File: config.mk
export PLATFORM = sky130hd
export DESIGN_NAME = up_down_dir_decoder
export DESIGN_NICKNAME = d
export VERILOG_FILES = /design/src/rtl/up_down_dir_decoder.sv
export SDC_FILE = /design/constraint.sdc
export NUM_CORES = 1
export LEC_CHECK = 0
export BUFFER_PORTS_ARGS = -buffer_cell sky130_fd_sc_hd__buf_4
export CORE_MARGIN = 3
export CORE_UTILIZATION = 50
export CTS_BUF_LIST = sky130_fd_sc_hd__clkbuf_4 sky130_fd_sc_hd__clkbuf_8 sky130_fd_sc_hd__clkbuf_16
export DETAILED_ROUTE_END_ITERATION = 8
export PLACE_DENSITY = 0.8
export SYNTH_ARGS = -nofsm -noshare
export SYNTH_HDL_FRONTEND = slang
export SYNTH_SLANG_ARGS = --single-unit
File: constraint.sdc
create_clock -name clk -period 5.8 [get_ports clk]
set_input_delay 0.58 -clock clk [delete_from_list [all_inputs] [get_ports clk]]
set_output_delay 0.58 -clock clk [all_outputs]
set_load 0.02 [all_outputs]
File: src/rtl/up_down_dir_decoder.sv
// rtl/up_down_dir_decoder.sv - reconstructs up/down direction and step events from a sampled counter value.
// Optional saturating wrap counter compiled in with macro UP_DOWN_DIR_WRAP_COUNT_EN.
module up_down_dir_decoder #(
  parameter int WIDTH = 4
) (
  input  logic             clk,
  input  logic             reset,
  input  logic [WIDTH-1:0] count_in,
  input  logic             count_valid,
  output logic             up_down_est,
  output logic             step_up,
  output logic             step_down,
  output logic             wrap_pulse,
  output logic             err_jump,
  output logic             err_sticky,
  output logic [7:0]       run_len,
  output logic [2:0]       state,
  output logic [7:0]       wrap_cnt
);

  typedef enum logic [2:0] {
    NO_REF = 3'd0,
    HOLD   = 3'd1,
    UP     = 3'd2,
    DOWN   = 3'd3,
    ERROR  = 3'd4
  } state_t;

  localparam logic [WIDTH-1:0] MAXV = {WIDTH{1'b1}};
  localparam logic [WIDTH-1:0] ONE  = {{(WIDTH-1){1'b0}}, 1'b1};

  state_t           cur_state, nxt_state;
  logic [WIDTH-1:0] prev, prev_n;
  logic [WIDTH-1:0] delta;
  logic             is_up, is_down, is_hold, is_jump;
  logic             est_n, su_n, sd_n, wrap_n, ej_n, sticky_n;
  logic [7:0]       run_n;

  // With WIDTH=1 the +1 and -1 deltas coincide, so up takes precedence.
  assign delta   = count_in - prev;
  assign is_up   = (delta == ONE);
  assign is_down = !is_up && (delta == MAXV);
  assign is_hold = (delta == '0);
  assign is_jump = !(is_up || is_down || is_hold);

  always_ff @(posedge clk) begin
    if (reset) cur_state <= NO_REF;
    else       cur_state <= nxt_state;
  end

  always_comb begin
    nxt_state = cur_state;
    if (count_valid) begin
      if (cur_state == NO_REF)  nxt_state = HOLD;
      else if (is_up)           nxt_state = UP;
      else if (is_down)         nxt_state = DOWN;
      else if (is_jump)         nxt_state = ERROR;
    end
  end

  always_comb begin
    prev_n   = prev;
    est_n    = up_down_est;
    su_n     = 1'b0;
    sd_n     = 1'b0;
    wrap_n   = 1'b0;
    ej_n     = 1'b0;
    sticky_n = err_sticky;
    run_n    = run_len;
    if (count_valid) begin
      prev_n = count_in;
      if (cur_state != NO_REF) begin
        if (is_up) begin
          su_n   = 1'b1;
          est_n  = 1'b1;
          wrap_n = (prev == MAXV);
          run_n  = (cur_state == UP) ? ((run_len == 8'hff) ? run_len : run_len + 8'd1) : 8'd1;
        end else if (is_down) begin
          sd_n   = 1'b1;
          est_n  = 1'b0;
          wrap_n = (prev == '0);
          run_n  = (cur_state == DOWN) ? ((run_len == 8'hff) ? run_len : run_len + 8'd1) : 8'd1;
        end else if (is_jump) begin
          ej_n     = 1'b1;
          sticky_n = 1'b1;
          run_n    = 8'd0;
        end
      end
    end
  end

  always_ff @(posedge clk) begin
    if (reset) begin
      prev        <= '0;
      up_down_est <= 1'b1;
      step_up     <= 1'b0;
      step_down   <= 1'b0;
      wrap_pulse  <= 1'b0;
      err_jump    <= 1'b0;
      err_sticky  <= 1'b0;
      run_len     <= 8'd0;
    end else begin
      prev        <= prev_n;
      up_down_est <= est_n;
      step_up     <= su_n;
      step_down   <= sd_n;
      wrap_pulse  <= wrap_n;
      err_jump    <= ej_n;
      err_sticky  <= sticky_n;
      run_len     <= run_n;
    end
  end

  assign state = cur_state;

`ifdef UP_DOWN_DIR_WRAP_COUNT_EN
  logic [7:0] wrap_q;
  always_ff @(posedge clk) begin
    if (reset)                         wrap_q <= 8'd0;
    else if (wrap_n && wrap_q != 8'hff) wrap_q <= wrap_q + 8'd1;
  end
  assign wrap_cnt = wrap_q;
`else
  assign wrap_cnt = 8'd0;
`endif

endmodule

# After elaboration in Yosys (flattened, before gate mapping)
# Index checks and enable logic that the tools add are counted.
# word_totals
ff_bits	21
inputBits	7
output_inout_bits	25
wordCells	57
# op_classes
n_addsub	2
n_eq_ne	8
muxes	17
bitwise_logic	5
n_reduce_logical	16
# op_table
operator	n
2-to-1 mux 8 bit	6
2-to-1 mux 3 bit	4
adder 8 x 1 -> 8 bit (second input constant)	1
== test 4 bit (second input constant)	2
== test 8 bit (second input constant)	1
logical NOT 4 bit	2
2-to-1 mux 1 bit	7
== test 3 x 2 -> 1 bit (second input constant)	2
AND reduction 3 bit	2
inverter 1 bit	5
AND reduction 5 bit	1
OR reduction 5 bit	1
== test 4 x 1 -> 1 bit (second input constant)	1
!= test 4 x 3 -> 1 bit (second input constant)	1
OR reduction 4 bit	1
subtractor 4 bit	1
logical NOT 3 bit	1
!= test 3 bit (second input constant)	1
nonzero test 3 bit	1
OR reduction 3 bit	1
logical OR 1 bit	2
AND reduction 2 bit	1
nonzero test 2 bit	1
logical AND 1 bit	1
logical NOT 1 bit	1

# Depth between registers and ports, before layout
# Gate-level depths: netlist (run 1).
# depth
depth_word	10
depth_mapped	9
mapped_depth_nobuf	9

# Least setup slack after synthesis (run 1)
# No wires, ideal clock.
# synth_timing
kind	input to register
start	in count_in[2]
end	reg run_len[1]
setup_ns	0.074
arrival_ns	2.483
required_ns	5.726
path_slack_ns	3.243
cell_stages	8
path_buffers	1
cell_sequence	ha_1 -> and3b_1 -> or3_1 -> buf_2 -> a211o_1 -> a211oi_4 -> nand4_1 -> a31oi_1
# synth_between
elab_chain_len	8
word_cells_on_any_way	12
classes_between	1 x add/sub; 3 x eq/ne; 2 x mux; 6 x reduce/logical
# synth_lines
item	line	text
from (decl)	8	input logic [WIDTH-1:0] count_in,
subtractor 4 bit *	40	assign delta = count_in - prev;
== test 4 x 1 -> 1 bit	41	assign is_up = (delta == ONE);
logical NOT 1 bit	42	assign is_down = !is_up && (delta == MAXV);
logical AND 1 bit	42	
logical OR 1 bit (2 in a row)	44	assign is_jump = !(is_up || is_down || is_hold);
!= test 3 bit (no source line)	n/a	
AND reduction 3 bit (no source line)	n/a	
to (signal assigned)	110	run_len <= run_n;
to (decl)	16	output logic [7:0] run_len,
# Every way passes the cells marked *; elsewhere a longest branch is shown, timed or not.
# A chain may end at the register's enable or synchronous reset.

# Worst setup path in the final report (run 1)
# layout_timing
start	reg prev[1]
end	reg run_len[1]
# layout_between
elab_chain_len	8
word_cells_on_any_way	12
classes_between	1 x add/sub; 3 x eq/ne; 2 x mux; 6 x reduce/logical
# layout_lines
item	line	text
from (decl)	33	logic [WIDTH-1:0] prev, prev_n;
from (signal assigned)	103	prev <= prev_n;
subtractor 4 bit *	40	
== test 4 x 1 -> 1 bit	41	
logical NOT 1 bit	42	
logical AND 1 bit	42	
logical OR 1 bit (2 in a row)	44	
!= test 3 bit (no source line)	n/a	
AND reduction 3 bit (no source line)	n/a	
# Marked as above.

==> results of run 1 <==
[cell usage in the layout, fill, tap and decap left out, types with 3 or more instances in the layout]
master,netlist,layout
or3_1,3,3
nand3_1,6,6
a31oi_1,3,3
inv_1,8,8
buf_4,8,23
mux2i_1,4,4
o21ai_0,5,5
nand2_1,9,9
clkbuf_4,0,4
nand4_1,4,4
nor2_1,11,11
conb_1,1,8
a21oi_1,11,11
dfxtp_1,21,21
a21o_1,3,3
ha_1,4,4
nor3_1,7,7
[sequential cells by signal, summed over array words and instances, names as in the netlist]
name / cells
wrap_pulse: 1
step_down: 1
step_up: 1
up_down_est: 1
err_sticky: 1
state: 3
err_jump: 1
prev: 4
run_len: 8
[kinds of logic (layout without fill, tap and decap cells)]
group,Yosys count,in the layout,synth area share (%)
DFF,21,21,35.97
other,1,8,0.3209
xor gates and xnor gates,3,3,2.249
and+or+nand+nor,51,51,22.48
adders and majority gates,5,5,5.996
muxes,4,4,3.426
buffers and inverters,21,35,9.421
AOI/OAI and AO/OA,34,34,20.13
[cell type report]
class	instances	area share (%)
multi-input combinational	105	49.17
sequential	21	31.11
timing repair buffer	23	12.78
tap	27	2.500
clock buffer	4	2.222
inverter	8	2.222
[through the flow]
| step | hold WS [ns] | util (%) |
|---|---|---|
| 6_report | 0.4626 | 64.90 |
| 5_1_grt | 0.5124 | 64.90 |
| 4_1_cts | 0.4696 | 64.90 |
| 3_5_place_dp | 0.4485 | 63.46 |
| 3_3_place_gp | 0.4344 | 63.46 |
| 2_1_floorplan | 0.4869 | - |
[worst max-delay path, stage by stage (launching register included)]
cell      delay, ns
dfxtp_1        0.45
inv_1          0.07
ha_1           0.27
and3b_1        0.17
or3_1          0.47
a211o_1        0.36
a211oi_4       0.38
nand4_1        0.14
a31oi_1        0.17
[report_power, final]
group | internal, mW | total, mW | leakage (nW) | switching, mW
Clock | 0.0316 | 0.0753 | 0.0184 | 0.0437
Combinational | 0.0253 | 0.0676 | 0.392 | 0.0423
Sequential | 0.150 | 0.156 | 0.171 | 0.00633
Total | 0.207 | 0.299 | 0.582 | 0.0924
[path summary, 6_finish.rpt]
kind	end	slack, ns
worst max-delay path	run_len[1]$_SDFFE_PP0P_	3.26
worst min-delay path	err_sticky$_SDFFE_PP0P_	0.46
worst max register to register	run_len[1]$_SDFFE_PP0P_	3.26
worst min register to register	err_sticky$_SDFFE_PP0P_	0.46
[layer usage]
metal	vias to the layer above	track usage, %
met4	0	4.979
met3	2	4.905
li1	531	-
met2	34	31.87
met5	-	0
met1	503	24.34
==> flow_summary.toml, run 1 <==
[status]
status = "finished clean"

[route]
wire_per_inst_um = 13.01
dr_wl_met2_um = 1203
detail-route-antenna-nets = 0
drt-met1-wl_um = 1071
drt_iter0_drc = 16
vias = 1070
finalWirelength_um = 2446
vias_per_cell = 5.691
route.met3.wl_um = 156
highest_layer = "met4"
drcViolationCount = 0
drt_pre_antenna_iters = 4

[place]
place_ws_ns = 2.994
dp_hpwl_um = 1876
placed_area_mm2 = 0.001321
io_buffers = 23
dpl.cell_count = 184
gp_congestion = 0.8308

[clock_tree]
cts_resized = 0
clk_latency_ns = 0.31
h-tree-depth = 1
cts_root_buf = "clkbuf_4"
post_cts.repair.setup_buffers = 0
clock_sinks = 21
cts_buffers = 3
cts_tree = "yes"
clk_pin_slew_ns = 0.11
max-clock-path-buffers = 2
hold_buffers = 0

[worst_setup_path]
cp_max_fo = 8
path_class = "register to register"
cp-end-kind = "register"
r2r-start = "prev[1]$_SDFFE_PP0P_"
required_ns = 6.05
critPathLaunchType = "register"
worstSetupStartpoint = "prev[1]$_SDFFE_PP0P_"
r2r_cells = 8
arrival_ns = 2.79

[timing]
tns_ns = 0
rsz0062_at_grt = "no"
layout_setup_ws_ns = 3.257
skew_ns = 0.006396
post-route-period-util_pct = 43.84
fmax_ghz = 0.3933
report.final.slew_viol_count = 0
finalHoldViolations = 0
finalSetupViolations = 0
period_needed_ns = 2.543

[min_path]
hold_class = "register to register"
holdPathStages = 2
min_from = "err_sticky$_SDFFE_PP0P_"

[cells_and_area]
n_antenna_cell = 0
n_fill_cell = 201
area_delta_synth_final_pct = 15.63
final_cell_count_no_fill = 188
ff_latch_area_um2 = 420.4
final_cell_area_mm2 = 0.001351
finalNetCount = 174
drive_above_1_share_pct = 19.25
multi_input_area_um2 = 664.4

[synthesis]
yosysMostFrequentCell = "dfxtp_1"
ys_ff_latch = 21
synthArstFlopShare_pct = 0
yosys_warnings = 0
synthTopCellsByArea = "dfxtp_1 (36%), buf_4 (5.1%), a21oi_1 (4.7%)"
synthCells = 140
synth.distinct_cells = 40
yosys-top-cells-count = "dfxtp_1 (21), a21oi_1 (11), nor2_1 (11), nand2_1 (9)"
synth_enable_flop_cells = 0
netlist.area_leader.share_pct = 35.97
synth_flop_cell = "dfxtp_1"
yosysSeqAreaShare_pct = 35.97
postSynthAreaPerCell_um2 = 8.347
yosys.area.top_type = "dfxtp_1"
syn_area_mm2 = 0.001169

[die]
initial_core_util_pct = 56.13
core_area_mm2 = 0.002082
die-area_mm2 = 0.002953
die_y_um = 54.35
dieWidth_um = 54.35
num_rows = 16
ios = 32

[pwr]
pwr_density_cell_mw_per_mm2 = 221.3
p_leak_nw = 0.5816
p_total_mw = 0.2991
peakVddDrop_uv = 188.1

[grt]
gr-usage-all-layers_pct = 19.13
grt_pass1_wl_um = 4112
grt_pass1_vias = 941
grt_max_degree = 20
grt-ovfl-total = 0
antenna_found_initial = 0

[job]
maxCapViolations = 0
Note: power is estimated with default switching activity, not from simulation.
==> inputs of run 2 (changes only) <==
Clock period 5.8 ns to 2.6 ns, I/O delays scaled along.
==> run 2 against run 1 <==
Compared with the run above:
- routed wire length is 2.9% higher
- via count is 0.37% higher
- first-iteration DRC count is 94% higher
- maximum frequency is 2.7% higher
==> flow_summary.toml, run 2 (same netlist as run 1, synthesis figures left out) <==
[clock_tree]
hold_buffers = 0
max-clock-path-buffers = 2
cts_root_buf = "clkbuf_4"
cts_buffers = 3
clock_sinks = 21
cts_tree = "yes"
clk_pin_slew_ns = 0.11
clk_latency_ns = 0.30
h-tree-depth = 1

[worst_setup_path]
cp-end-kind = "register"
required_ns = 2.84
critPathLaunchType = "register"
r2r_cells = 8
cp-endpoint = "run_len[1]$_SDFFE_PP0P_"
timing.reg2reg.setup_slack_ns = 0.12
rr_endpoint = "run_len[1]$_SDFFE_PP0P_"
path_class = "register to register"
r2r-start = "prev[2]$_SDFFE_PP0P_"
worstSetupStartpoint = "prev[2]$_SDFFE_PP0P_"
arrival_ns = 2.71
cp_max_fo = 8

[route]
detail-route-antenna-nets = 0
wire_per_inst_um = 13.39
drcViolationCount = 0
drt_iter0_drc = 31
vias = 1074
vias_per_cell = 5.713
drt_pre_antenna_iters = 4
finalWirelength_um = 2517

[timing]
report.final.slew_viol_count = 0
holdWs_ns = 0.1966
finalHoldViolations = 0
skew_ns = 0.001399
finalSetupViolations = 0
post-route-period-util_pct = 95.25
rsz0062_at_grt = "yes"
period_needed_ns = 2.476
fmax_ghz = 0.4038

[pwr]
p_leak_nw = 0.5827
p_total_mw = 0.6684
peakVddDrop_uv = 362.4
pwr_density_cell_mw_per_mm2 = 491.9

[grt]
top_usage_layer = "met2"
use_met3_pct = 4.360
gr-usage-all-layers_pct = 18.15
antenna_found_initial = 0
grt-ovfl-total = 0
grt_pass1_wl_um = 3953
grt_pass1_vias = 935
grt_max_degree = 20
met2_usage_pct = 30.68
grt_util_met1_pct = 22.50

[die]
die_y_um = 54.35
ios = 32
num_rows = 16
core_area_mm2 = 0.002082
dieWidth_um = 54.35
die-area_mm2 = 0.002953
initial_core_util_pct = 56.13

[cells_and_area]
layout_commonest_cell = "buf_4"
top_register = "run_len"
n_fill_cell = 192
n_antenna_cell = 0
largest_reg_flops = 8
final_cell_mix = "buf_4 (23), dfxtp_1 (19), nor2_1 (11), a21oi_1 (11), nand2_1 (9)"
final_cell_count_no_fill = 188
area_delta_synth_final_pct = 16.27
drive_above_1_share_pct = 21.12
final_core_util_pct = 65.26
finalNetCount = 174
final_cell_area_mm2 = 0.001359

[place]
io_buffers = 23
dpl.cell_count = 184
dp_hpwl_um = 1849
gp_congestion = 0.8296
placed_area_mm2 = 0.001321

[status]
status = "finished clean"

[job]
maxCapViolations = 0

[min_path]
hold_class = "primary input to register"
-- run 2: routing by layer --
| metal | vias up | share of wire, % | wire length (µm) |
|---|---|---|---|
| met4 | 0 | 0.72 | 18 |
| met1 | 497 | 44 | 1095 |
| met2 | 45 | 47 | 1191 |
| li1 | 530 | - | - |
| met3 | 2 | 8.4 | 211 |
| met5 | - | 0 | 0 |
-- run 2: per-stage QoR --
stage	setup TNS, ns	setup WS, ns
6_report	0	0.1235
5_1_grt	-0.02250	-0.02250
4_1_cts	0	0.01141
3_5_place_dp	0	0.04274
3_3_place_gp	0	0.1744
2_1_floorplan	0	0.2501
-- run 2: critical path: stages, from the launching register on --
cell and delay [ns]:
dfxtp_2 0.37, inv_1 0.05, ha_1 0.31, and3b_1 0.21
or3_4 0.42, a211o_1 0.34, a211oi_4 0.41, nand3_1 0.14
a31oi_1 0.17
-- run 2: power by group --
part	switching (mW)	internal (mW)	total [mW]
registers	0.0139	0.335	0.349
logic	0.0978	0.0578	0.156
clock network	0.0940	0.0703	0.164
total	0.206	0.463	0.668
-- run 2: what timing repair did --
item                                    4_1_cts  5_1_grt
endpoints found under the setup margin        0        8
buffers inserted                              0        0
resized for setup                             0        3
-- run 2: how the worst min path moves through the flow --
stage / from / endpoint / slack (ns) / depth (start not counted)
2_1_floorplan: count_in[0] / prev[0]$_SDFFE_PP0P_ / 0.41 / 2
3_3_place_gp: err_sticky$_SDFFE_PP0P_ / err_sticky$_SDFFE_PP0P_ / 0.43 / 2
3_5_place_dp: err_sticky$_SDFFE_PP0P_ / err_sticky$_SDFFE_PP0P_ / 0.45 / 2
4_1_cts: count_in[0] / prev[0]$_SDFFE_PP0P_ / 0.20 / 3
5_1_grt: count_in[3] / prev[3]$_SDFFE_PP0P_ / 0.21 / 3
6_report: count_in[0] / prev[0]$_SDFFE_PP0P_ / 0.20 / 3
-- run 2: area by class of cell --
cell class	instances	area [µm²]	share of cell area, %
clock buffer	4	30.03	2.210
inverter	8	30.03	2.210
sequential	21	422.9	31.12
multi-input combinational	105	669.4	49.26
timing repair buffer	23	172.7	12.71
tap	27	33.78	2.486
